**src/rtl/fifo_rr_arbiter_pkg.sv**
```systemverilog
// fifo_rr_arbiter_pkg
// Shared definitions for the round-robin FIFO drain arbiter:
//   - FSM state encoding (state_t) exported on the arbiter's state port
//   - default FIFO_UNITS / INDEX / DATA_WIDTH parameter values
//   - width of the transferred-word counter (XFER_W)
package fifo_rr_arbiter_pkg;

    localparam int FIFO_UNITS_DEF = 4;
    localparam int INDEX_DEF      = 2;
    localparam int DATA_WIDTH_DEF = 6;
    localparam int XFER_W         = 5;

    typedef enum logic [1:0] {
        ST_RESET  = 2'd0,
        ST_IDLE   = 2'd1,
        ST_ACTIVE = 2'd2,
        ST_STALL  = 2'd3
    } state_t;

endpackage

```
**src/rtl/fifo_rr_arbiter_rr_select.sv**
```systemverilog
// rr_select
// Combinational round-robin selector: searches req upward starting at ptr,
// wrapping from N-1 back to 0, and returns the first requester found.
// Ports:
//   req       [N-1:0]  request vector, bit i = source i wants service
//   ptr       [IW-1:0] highest-priority source this cycle
//   gnt       [N-1:0]  one-hot grant (all zero when no request)
//   gnt_idx   [IW-1:0] index of the granted source (0 when no request)
//   gnt_valid          1 when some source was selected
module rr_select
    import fifo_rr_arbiter_pkg::*;
#(
    parameter int N  = FIFO_UNITS_DEF,
    parameter int IW = INDEX_DEF
) (
    input  logic [N-1:0]  req,
    input  logic [IW-1:0] ptr,
    output logic [N-1:0]  gnt,
    output logic [IW-1:0] gnt_idx,
    output logic          gnt_valid
);

    always_comb begin
        int            cand;
        logic [IW-1:0] cidx;
        gnt       = '0;
        gnt_idx   = '0;
        gnt_valid = 1'b0;
        cand      = 0;
        cidx      = '0;
        // Walk offsets 0..N-1 from ptr; the first hit locks out later ones.
        for (int k = 0; k < N; k++) begin
            cand = int'(ptr) + k;
            if (cand >= N) begin
                cand = cand - N;
            end
            cidx = IW'(cand);
            if (!gnt_valid && req[cidx]) begin
                gnt[cidx] = 1'b1;
                gnt_idx   = cidx;
                gnt_valid = 1'b1;
            end
        end
    end

endmodule

```
**src/rtl/fifo_rr_arbiter.sv**
```systemverilog
// fifo_rr_arbiter
// Drains FIFO_UNITS show-ahead input FIFOs into one output FIFO, one word per
// cycle, in round-robin order, skipping empty sources and backing off while
// the output FIFO is almost full.
// Ports:
//   clk              system clock, rising edge
//   reset            asynchronous, active-low reset
//   enable           arbitration allowed when 1 (takes effect same cycle)
//   fifo_empty       per-source empty flags
//   fifo_data        per-source head words, source i at [i*DATA_WIDTH +: DATA_WIDTH]
//   out_almost_full  output FIFO back-pressure
//   pop              one-hot pop to the granted source (combinational)
//   push             registered write strobe to the output FIFO
//   data_out         registered word accompanying push
//   grant_idx        registered source index of the current push
//   state            current FSM state (state_t encoding)
//   idle             registered; 1 in IDLE with no push in flight
//   xfer_count       registered count of transferred words, wraps mod 32
//
// Handshake: pop[i] is a same-cycle consume strobe on source i's show-ahead
// head word and is only raised when that source is non-empty; push is a
// valid strobe qualifying data_out/grant_idx for exactly one cycle. The
// output FIFO has no ready; out_almost_full is the only back-pressure and
// blocks pops in the same cycle, so a push already registered still lands.
module fifo_rr_arbiter
    import fifo_rr_arbiter_pkg::*;
#(
    parameter int FIFO_UNITS = FIFO_UNITS_DEF,
    parameter int INDEX      = INDEX_DEF,
    parameter int DATA_WIDTH = DATA_WIDTH_DEF
) (
    input  logic                             clk,
    input  logic                             reset,
    input  logic                             enable,
    input  logic [FIFO_UNITS-1:0]            fifo_empty,
    input  logic [FIFO_UNITS*DATA_WIDTH-1:0] fifo_data,
    input  logic                             out_almost_full,
    output logic [FIFO_UNITS-1:0]            pop,
    output logic                             push,
    output logic [DATA_WIDTH-1:0]            data_out,
    output logic [INDEX-1:0]                 grant_idx,
    output logic [1:0]                       state,
    output logic                             idle,
    output logic [XFER_W-1:0]                xfer_count
);

    state_t                  cur_state;
    state_t                  nxt_state;
    logic [INDEX-1:0]        ptr;
    logic                    any_req;
    logic                    go;
    logic                    grant;
    logic [FIFO_UNITS-1:0]   sel_gnt;
    logic [INDEX-1:0]        sel_idx;
    logic                    sel_valid;
    logic [DATA_WIDTH-1:0]   sel_word;

    assign any_req = |(~fifo_empty);
    assign go      = enable & any_req & ~out_almost_full;

    rr_select #(
        .N  (FIFO_UNITS),
        .IW (INDEX)
    ) u_rr_select (
        .req       (~fifo_empty),
        .ptr       (ptr),
        .gnt       (sel_gnt),
        .gnt_idx   (sel_idx),
        .gnt_valid (sel_valid)
    );

    // State register
    always_ff @(posedge clk or negedge reset) begin
        if (!reset) begin
            cur_state <= ST_RESET;
        end else begin
            cur_state <= nxt_state;
        end
    end

    // Next-state logic: RESET always leaves to IDLE on the first edge.
    always_comb begin
        nxt_state = ST_IDLE;
        if (cur_state != ST_RESET) begin
            if (go) begin
                nxt_state = ST_ACTIVE;
            end else if (any_req && (out_almost_full || !enable)) begin
                nxt_state = ST_STALL;
            end else begin
                nxt_state = ST_IDLE;
            end
        end
    end

    // Output logic: a grant needs go and a live FSM.
    always_comb begin
        grant = go && sel_valid && (cur_state != ST_RESET);
        pop   = grant ? sel_gnt : '0;
    end

    // Head word of the selected source.
    always_comb begin
        sel_word = '0;
        for (int i = 0; i < FIFO_UNITS; i++) begin
            if (sel_idx == INDEX'(i)) begin
                sel_word = fifo_data[i*DATA_WIDTH +: DATA_WIDTH];
            end
        end
    end

    // Pointer, transfer registers and counter.
    always_ff @(posedge clk or negedge reset) begin
        if (!reset) begin
            ptr        <= '0;
            push       <= 1'b0;
            data_out   <= '0;
            grant_idx  <= '0;
            idle       <= 1'b0;
            xfer_count <= '0;
        end else begin
            push <= grant;
            idle <= (nxt_state == ST_IDLE) && !grant;
            if (grant) begin
                ptr        <= (sel_idx == INDEX'(FIFO_UNITS - 1)) ? '0 : sel_idx + INDEX'(1);
                data_out   <= sel_word;
                grant_idx  <= sel_idx;
                xfer_count <= xfer_count + XFER_W'(1);
            end
        end
    end

    assign state = cur_state;

endmodule
```
**config.mk**
```make
export PLATFORM = sky130hd
export DESIGN_NAME = fifo_rr_arbiter
export DESIGN_NICKNAME = d
export VERILOG_FILES = /design/src/rtl/fifo_rr_arbiter_pkg.sv /design/src/rtl/fifo_rr_arbiter_rr_select.sv /design/src/rtl/fifo_rr_arbiter.sv
export SDC_FILE = /design/constraint.sdc
export NUM_CORES = 1
export LEC_CHECK = 0
export CAP_MARGIN = 10
export CORE_ASPECT_RATIO = 2
export CORE_UTILIZATION = 40
export DETAILED_ROUTE_END_ITERATION = 10
export GPL_ROUTABILITY_DRIVEN = 0
export GPL_TIMING_DRIVEN = 0
export HOLD_SLACK_MARGIN = 0.12
export MAX_ROUTING_LAYER = met4
export PLACE_DENSITY = 0.73
export SLEW_MARGIN = 20
export SYNTH_ARGS = -nofsm -noshare
export SYNTH_HDL_FRONTEND = slang
export SYNTH_SLANG_ARGS = --single-unit
```
**constraint.sdc**
```tcl
create_clock -name clk -period 4.9 [get_ports clk]
set_input_delay 0.98 -clock clk [delete_from_list [all_inputs] [get_ports clk]]
set_output_delay 0.98 -clock clk [all_outputs]
set_load 0.02 [all_outputs]
```
==> Word-level counts from Yosys, hierarchy flattened <==
Index checks and enable logic that the tools add are counted.
{ "word_totals": {"register_bits": 19, "latch_bits": 0, "ram_bits": 0, "rom_bits": 0, "inputBits": 32, "output_inout_bits": 21, "word_cells": 100, "mem_count": 0} }
{ "op_classes": {"addsub": 9, "n_mul": 0, "n_div": 0, "magnitude_cmp": 12, "eq_ne": 4, "n_shift": 0, "n_mux": 41, "bitwise": 7, "reduce_logical": 20} }
{ "op_table": {"columns": ["op", "count"], "rows": [
  ["2-bit 2-to-1 mux", 12],
  ["6-bit 2-to-1 mux", 4],
  ["4-bit 2-to-1 mux", 5],
  ["2-bit by 3-bit < comparator with 1-bit output, second input constant", 4],
  ["1-bit 2-to-1 mux", 12],
  ["4-bit bitwise OR", 3],
  ["1-bit logical AND", 11],
  ["3-bit greater-or-equal comparator, second input constant", 3],
  ["1-bit binary-select mux with 2-bit select", 4],
  ["1-bit demux with 2-bit select", 4],
  ["2-bit by 1-bit greater-or-equal comparator with 1-bit output, second input constant", 4],
  ["2-bit by 1-bit subtractor with 2-bit output, second input constant", 4],
  ["2-bit by 2-bit adder with 3-bit output, second input constant", 2],
  ["5-bit by 1-bit adder with 5-bit output, second input constant", 1],
  ["1-bit zero test", 5],
  ["2-bit by 1-bit == test with 1-bit output, second input constant", 2],
  ["2-bit == test, second input constant", 2],
  ["4-bit inverter", 1],
  ["4-bit OR reduction", 1],
  ["2-bit by 1-bit adder with 3-bit output, second input constant", 1],
  ["2-bit by 3-bit greater-or-equal comparator with 1-bit output, second input constant", 1],
  ["2-bit by 1-bit adder with 2-bit output, second input constant", 1],
  ["1-bit bitwise AND", 2],
  ["2-bit zero test", 1],
  ["other kinds (3)", 3]
]} }

==> Longest topological paths before layout <==
Gate-level depths: netlist of run 1.
{ "depth": {"ltp_word": 19, "mapped_depth": 16, "depth_no_buf": 13} }

==> Hierarchy <==
A second synthesis of run 1 with hierarchy kept.
{ "hier_totals": {"cells_unflattened": 139, "hier_area_um2": 1412.6} }
{ "modules_own_cells": {"columns": ["module", "instances", "cells_each", "area_each_um2", "seq_area_each_um2"], "rows": [
  ["fifo_rr_arbiter", 1, 94, 991.0, 475.5],
  ["rr_select", 1, 45, 421.7, 0.0]
]} }

==> Worst setup path before layout of run 1 <==
Ideal clock, no wire load.
{ "synth_timing": {"path_type": "flip-flop to output port", "from": "register ptr[0]", "to": "output pop[0]", "arrival_time_ps": 2307, "required_time_ps": 3920, "slack_ps": 1613, "stages_incl_launch_ff": 10, "path_buffers": 2, "path_cell_list": "dfrtp_1 -> buf_6 -> inv_1 -> ha_1 -> buf_2 -> mux4_2 -> nor2b_2 -> a22o_1 -> mux2i_1 -> a21oi_1"} }
{ "synth_via": {"elab_chain_len": 17, "word_cells_on_any_way": 63, "classes_between": "add/sub: 7; order compare: 12; mux: 29; bitwise: 3; reduce/logical: 12"} }
{ "synth_rtl": {"columns": ["element", "line_no", "source"], "rows": [
  ["start: declaration", "fifo_rr_arbiter.sv:49", "logic [INDEX-1:0] ptr;"],
  ["start signal: assignment", "fifo_rr_arbiter.sv:124", "ptr <= (sel_idx == INDEX'(FIFO_UNITS - 1)) ? '0 : sel_idx + INDEX'(1);"],
  ["branches (longest 16 deep; another with 2-bit by 1-bit adder with 3-bit output)", null, null],
  ["4-bit 2-to-1 mux (*)", "fifo_rr_arbiter.sv:98", "pop = grant ? sel_gnt : '0;"],
  ["end: declaration", "fifo_rr_arbiter.sv:38", "output logic [FIFO_UNITS-1:0] pop,"]
]} }
Mark *: on every way between the ends. The select of a mux whose other input is x is not followed.

==> Worst setup path after layout of run 1 <==
{ "layout_timing": {"from": "input fifo_empty[1]", "to": "output pop[3]"} }
{ "layout_via": {"elab_chain_len": 16, "word_cells_on_any_way": 32, "classes_between": "mux: 17; bitwise: 6; reduce/logical: 9"} }
{ "layout_rtl": {"columns": ["element", "line_no", "source"], "rows": [
  ["start: declaration", "fifo_rr_arbiter.sv:35", "input logic [FIFO_UNITS-1:0] fifo_empty,"],
  ["4-bit inverter (*)", "fifo_rr_arbiter.sv:58, fifo_rr_arbiter.sv:65", null],
  ["1-bit binary-select mux with 2-bit select", "fifo_rr_arbiter_rr_select.sv:38", "if (!gnt_valid && req[cidx]) begin"],
  ["1-bit 2-to-1 mux (implied by the code)", "fifo_rr_arbiter_rr_select.sv:38", null],
  ["1-bit 2-to-1 mux", "fifo_rr_arbiter_rr_select.sv:38", null],
  ["1-bit zero test", "fifo_rr_arbiter_rr_select.sv:38", null],
  ["1-bit logical AND", "fifo_rr_arbiter_rr_select.sv:38", null],
  ["1-bit 2-to-1 mux", "fifo_rr_arbiter_rr_select.sv:38", null],
  ["1-bit zero test", "fifo_rr_arbiter_rr_select.sv:38", null],
  ["1-bit logical AND", "fifo_rr_arbiter_rr_select.sv:38", null],
  ["1-bit 2-to-1 mux", "fifo_rr_arbiter_rr_select.sv:38", null],
  ["1-bit zero test", "fifo_rr_arbiter_rr_select.sv:38", null],
  ["1-bit logical AND", "fifo_rr_arbiter_rr_select.sv:38", null],
  ["1-bit 2-to-1 mux", "fifo_rr_arbiter_rr_select.sv:38", null],
  ["1-bit logical AND (2 in series)", "fifo_rr_arbiter.sv:97", "grant = go && sel_valid && (cur_state != ST_RESET);"],
  ["4-bit 2-to-1 mux (*)", "fifo_rr_arbiter.sv:98", null]
]} }
Mark *: on every way between the ends. The rest lies on a longest branch, timed or not. The select of a mux whose other input is x is not followed.

==> metrics.csv, run 1 <==
metric,value,unit
syn_inst,152,
cts_root_buf,clkbuf_8,
crit_path_end_kind,output pin,
io_pins,53,
drc,0,
viasPerCell,5.24,
pre_cts_slack,0.652,ns
coreArea,0.00345,mm2
fin_ws,0.634,ns
slew_headroom,44.6,%
die_h,87.8,um
num_antenna_cells,0,
avgRoutedWirePerCell,13.7,um
area_delta_synth_final,42.5,%
cp.required,3.92,ns
hp-class,flip-flop to flip-flop,
setup_violations,0,
dr_wl_met2,2110,um
cts_sinks,19,
cts_setup_buffers,0,
clk_path_buf_depth,2,
synth-edff-count,0,
cts_buffers,3,
overflow,0,
rsz0062_at_grt,no,
top_layer,met4,
cp_max_fo,7,
worstSetupPathType,input pin to output pin,
period_needed,4.27,ns
p_sw,0.000628,W
post-route-period-util,87.1,%
grt_pass1_vias,1326,
post_cts_resized,0,
drtAntennaViolNets,0,
syn_area_per_cell,9.68,um2
htree_levels,1,
m1WireLength,1210,um
antenna_found_initial,0,
layout-drive-gt1-share,11.5,%
yosysWarnings,0,
drt_wl_total,3510,um
die_w,44.9,um
clkLatencyLatePin,0.25,ns
clk_pin_slew,0.07,ns
io_buffer_count,52,
slew_viol_final,0,
ys.flop_type,dfrtp_1,
pwr-share-seq,20.4,%
nets,254,
ir_worst_vdd,0.376,mV
met3WireLength,148,um
fin_area,0.00210,mm2
power_density,656,mW/mm2
hold_buffers,0,
fmax,234,MHz
dr.pass1.iters,4,
syn-cell-area,0.00147,mm2
totalNegativeSetupSlack,0,ns
vias,1342,
p_clk_share,7.7,%
p_int,0.000746,W
arrival,3.29,ns
status,completed,
critPathLaunchType,input pin,
leakage,0.834,nW
worstMarginPinSlew,0.829,ns
finalClockSkew,0.00116,ns
nFillCells,317,
synthesis.nets,197,
final_cell_mix,"52 x clkdlybuf4s50_1, 27 x nand2_1, 19 x dfrtp_1, 16 x a21oi_1, 13 x ha_1",
dpl-instance-area,0.00205,mm2
rows,30,
hpwl,2900,um
synthArstFlopShare,100,%
start_util,42.6,%
swShare,45.7,%
grt_pass1_wl,5640,um
drt-initial-drc-count,25,
ys_ff_latch,19,
hold_viol,0,
comb_power_share,71.9,%
seq_area_frac_synth,32.3,%
grt_max_degree,20,
drv_cap,0,
layout_commonest_cell,clkdlybuf4s50_1,
die_area,0.00394,mm2
gr-usage-all-layers,19.8,%
cts_tree,yes,
yosysUniqueCellTypes,36,
## layout make-up
class / count / area (um2) / share of cell area [%]
buffer: 9 / 45.0 / 2.15
sequential: 19 / 475 / 22.7
multi-input combinational: 119 / 932 / 44.5
tap: 48 / 60.1 / 2.86
clock buffer: 4 / 45.0 / 2.15
timing repair buffer: 52 / 520 / 24.8
inverter: 5 / 18.8 / 0.895
## final timing paths
kind                                end  depth (start not counted)  slack [ns]          start
setup / recovery                 pop[3]                          7        0.63  fifo_empty[1]
hold / removal             grant_idx[0]                          2        0.48   grant_idx[0]
setup reg to reg            data_out[4]                         16        1.23         ptr[0]
hold reg to reg            grant_idx[0]                          2        0.48   grant_idx[0]
max in group asynchronous          idle                          1        3.19          reset
min in group asynchronous   data_out[4]                          1        1.20          reset
## per-stage QoR
stage | hold slack, ns | util, % | instances | total power [W]
finish | 0.477 | 60.7 | 256 | 0.00137
global route | 0.510 | 60.7 | 256 | 0.00148
global placement | 0.462 | 59.4 | 252 | 0.00124
floorplan | 0.582 | - | 152 | 0.000970
detailed placement | 0.468 | 59.4 | 252 | 0.00127
CTS | 0.483 | 60.7 | 256 | 0.00139
## per-layer routing
metal / global-route usage (%) / vias to the layer above
met5: - / -
met3: 2.68 / 6
met1: 18.4 / 627
li1: - / 661
met4: 4.96 / 0
met2: 39.6 / 48
## critical path, stage by stage
cell	delay, ns
clkdlybuf4s50_1	0.52
mux4_2	0.58
nor2b_2	0.22
a22o_1	0.16
mux2i_1	0.07
a21oi_1	0.15
clkdlybuf4s50_1	0.61
## cell families (layout without fill, tap and decap cells)
| logic type | Yosys count | after routing | synth area share [%] |
|---|---|---|---|
| AOI/OAI and AO/OA | 42 | 42 | 20.2 |
| muxes | 14 | 14 | 13.1 |
| buffers and inverters | 14 | 70 | 4.34 |
| xor gates and xnor gates | 4 | 4 | 2.38 |
| adders and majority gates | 13 | 13 | 11.1 |
| DFF | 19 | 19 | 32.3 |
| and+or+nand+nor | 46 | 46 | 16.7 |
## registers in the layout, indices dropped and copies added (netlist names)
signal and cells:
ptr 2, push 1, xfer_count 5, data_out 6
idle 1, state 2, grant_idx 2
## power groups by stage
stage	Sequential [W]	Clock [W]	Combinational, W
6_report	0.000280	0.000106	0.000989
4_1_cts	0.000281	0.000108	0.000998
2_1_floorplan	0.000340	0	0.000630
5_1_grt	0.000287	0.000114	0.00108
3_5_place_dp	0.000282	0	0.000992
3_3_place_gp	0.000278	0	0.000966
## synth_stat cells (all sizes together) (3+ instances only)
cell type  instances  area, um2
dfrtp             19        475
ha                13        163
clkbuf             5       18.8
nand3b             6       45.0
o21a               7       60.1
mux4               4       90.1
mux2i              8       80.1
a21oi             17       88.8
o21ai              3       18.8
inv                5       18.8
nand4              3       18.8
buf                4       26.3
o211ai             6       45.0
nand2             27        101
a22o               4       35.0
xnor2              4       35.0
No activity file was read; power rests on OpenSTA's default activity.
==> run 2: changes to the inputs <==
--- a/config.mk
+++ b/config.mk
@@ -7,13 +7,14 @@
 export LEC_CHECK = 0
 export CAP_MARGIN = 10
 export CORE_ASPECT_RATIO = 2
-export CORE_UTILIZATION = 40
+export CORE_UTILIZATION = 35
+export CTS_BUF_LIST = sky130_fd_sc_hd__clkbuf_16
 export DETAILED_ROUTE_END_ITERATION = 10
 export GPL_ROUTABILITY_DRIVEN = 0
 export GPL_TIMING_DRIVEN = 0
 export HOLD_SLACK_MARGIN = 0.12
 export MAX_ROUTING_LAYER = met4
-export PLACE_DENSITY = 0.73
+export PLACE_DENSITY = 0.65
 export SLEW_MARGIN = 20
 export SYNTH_ARGS = -nofsm -noshare
 export SYNTH_HDL_FRONTEND = slang
==> run 2 against run 1 <==
Final area is 1.9% higher. Global-route usage fell by 0.64 points. Clock power grew 58%. Sequential power barely moved. Register-to-register slack about the same. First-iteration DRC count down 4.0%. Sequential cell count is the same. Sequential share of layout area shrank 0.42 points. Clock skew about the same. Count of clock-buffer cells in the layout fell by 1. Critical path depth increased by 1. Largest power group unchanged. Highest routed layer unchanged.
==> metrics.csv, run 2 (synthesis gave the netlist of run 1 again) <==
metric,value,unit,change
io_pins,53,,unchanged
antenna_found_initial,0,,unchanged
nets,254,,unchanged
p_total,0.00144,W,was 0.00137 W
swShare,44.7,%,was 45.7%
power_density,675,mW/mm2,was 656 mW/mm2
vias,1359,,was 1342
ir_worst_vdd,0.402,mV,was 0.376 mV
overflow,0,,unchanged
pwr-share-seq,19.6,%,was 20.4%
final_cell_mix,"52 x clkdlybuf4s50_1, 27 x nand2_1, 19 x dfrtp_1, 16 x a21oi_1, 13 x ha_1",,unchanged
r2r_start,ptr[0],,unchanged
reg2regPathDepth,16,,unchanged
drc,0,,unchanged
grt_max_degree,20,,unchanged
rsz0062_at_grt,no,,unchanged
p_int,0.000798,W,was 0.000746 W
drv_cap,0,,unchanged
num_antenna_cells,0,,unchanged
viasPerCell,5.23,,was 5.24
pre_cts_slack,0.581,ns,was 0.652 ns
area_delta_synth_final,45.2,%,was 42.5%
fin_area,0.00214,mm2,was 0.00210 mm2
avgRoutedWirePerCell,15.0,um,was 13.7 um
start_util,36.4,%,was 42.6%
die_w,47.8,um,was 44.9 um
hpwl,3110,um,was 2900 um
whs_endpoint,xfer_count[4],,was grant_idx[0]
leakage,0.852,nW,was 0.834 nW
status,completed,,unchanged
largest_reg_flops,6,,unchanged
layout-drive-gt1-share,12.0,%,was 11.5%
drtAntennaViolNets,0,,unchanged
slew_headroom,43.7,%,was 44.6%
min_path_cells,1,,was 2
cts_tree,yes,,unchanged
hold_viol,0,,unchanged
drt-initial-drc-count,24,,was 25
clk_pin_slew,0.05,ns,was 0.07 ns
multi_input_area,932,um2,unchanged
largestRegisters,"data_out (6), xfer_count (5)",,unchanged
die_area,0.00448,mm2,was 0.00394 mm2
drt_wl_total,3900,um,was 3510 um
busiest_layer,met2,,unchanged
r2r-end,data_out[1],,was data_out[4]
rrSetupSlack,1.23,ns,about the same
whs,0.483,ns,was 0.477 ns
comb_power_share,68.8,%,was 71.9%
finalClockSkew,0.00145,ns,was 0.00116 ns
io_buffer_count,52,,unchanged
top_register,data_out,,unchanged
fmax,230,MHz,was 234 MHz
clkLatencyLatePin,0.25,ns,about the same
cts_root_buf,clkbuf_16,,was clkbuf_8
hold_buffers,0,,unchanged
met3_usage,1.73,%,was 2.68%
hp-class,flip-flop to flip-flop,,unchanged
met1_usage,18.0,%,was 18.4%
post_cts_resized,0,,unchanged
period_needed,4.34,ns,was 4.27 ns
grtUsageMet2,34.8,%,was 39.6%
grt_pass1_wl,6090,um,was 5640 um
dpl-instance-area,0.00206,mm2,was 0.00205 mm2
p_clk_share,11.6,%,was 7.7%
cts_buffers,3,,unchanged
ff_latch_area,475,um2,unchanged
fin_ws,0.560,ns,was 0.634 ns
slew_viol_final,0,,unchanged
rows,33,,was 30
crit_path_end_kind,output pin,,unchanged
cts_setup_buffers,0,,unchanged
grt_pass1_vias,1398,,was 1326
layout_commonest_cell,clkdlybuf4s50_1,,unchanged
min-delay-start,xfer_count[4],,was grant_idx[0]
p_sw,0.000644,W,was 0.000628 W
worstMarginPinSlew,0.841,ns,was 0.829 ns
worstSetupPathType,input pin to output pin,,unchanged
cp_max_fo,8,,was 7
critPathLaunchType,input pin,,unchanged
post-route-period-util,88.6,%,was 87.1%
nFillCells,403,,was 317
cp.required,3.92,ns,about the same
clk_path_buf_depth,2,,unchanged
totalNegativeSetupSlack,0,ns,unchanged
setup_violations,0,,unchanged
gr-usage-all-layers,19.2,%,was 19.8%
arrival,3.36,ns,was 3.29 ns
dr.pass1.iters,4,,unchanged
die_h,93.7,um,was 87.8 um
cts_sinks,19,,unchanged
coreArea,0.00405,mm2,was 0.00345 mm2
htree_levels,1,,unchanged
[run 2: cell type report]
cell class / instances / area share (%)
Clock buffer: 3 / 3.51
Buffer: 9 / 2.11
Multi-Input combinational cell: 119 / 43.6
Tap cell: 52 / 3.04
Inverter: 5 / 0.878
Timing Repair Buffer: 52 / 24.4
Clock inverter: 1 / 0.234
Sequential cell: 19 / 22.2
[run 2: worst max path at each step]
stage | startpoint | to | slack (ns) | cells after the start
2_1_floorplan | ptr[0] | pop[0] | 1.61 | 9
3_3_place_gp | fifo_empty[2] | pop[3] | 0.68 | 8
3_5_place_dp | fifo_empty[3] | pop[0] | 0.58 | 8
4_1_cts | fifo_empty[3] | pop[0] | 0.57 | 8
5_1_grt | fifo_empty[3] | pop[2] | 0.44 | 8
6_report | fifo_empty[3] | pop[0] | 0.56 | 8
[run 2: per-stage QoR]
stage	std cells	util (%)
finish	260	52.8
global route	260	52.8
CTS	260	52.8
detailed placement	256	50.8
global placement	256	50.8
floorplan	152	-
[run 2: layer usage]
metal  share of wire (%)  wire [um]
met1                  35       1370
met2                  59       2290
met3                 2.9        113
met4                 3.2        126
met5                   0          0
[run 2: power groups by stage]
stage          Sequential, W  Clock (W)  Combinational (W)
2_1_floorplan       0.000340          0           0.000630
3_5_place_dp        0.000283          0           0.000995
5_1_grt             0.000289   0.000176            0.00109
3_3_place_gp        0.000281          0           0.000967
4_1_cts             0.000281   0.000171            0.00100
6_report            0.000282   0.000167           0.000993
[run 2: critical path, stage by stage]
cell             delay, ns
clkdlybuf4s50_1       0.62
mux4_2                0.28
buf_2                 0.21
nand2_1               0.13
nor2_1                0.26
nand2_1               0.11
a21oi_1               0.14
clkdlybuf4s50_1       0.63
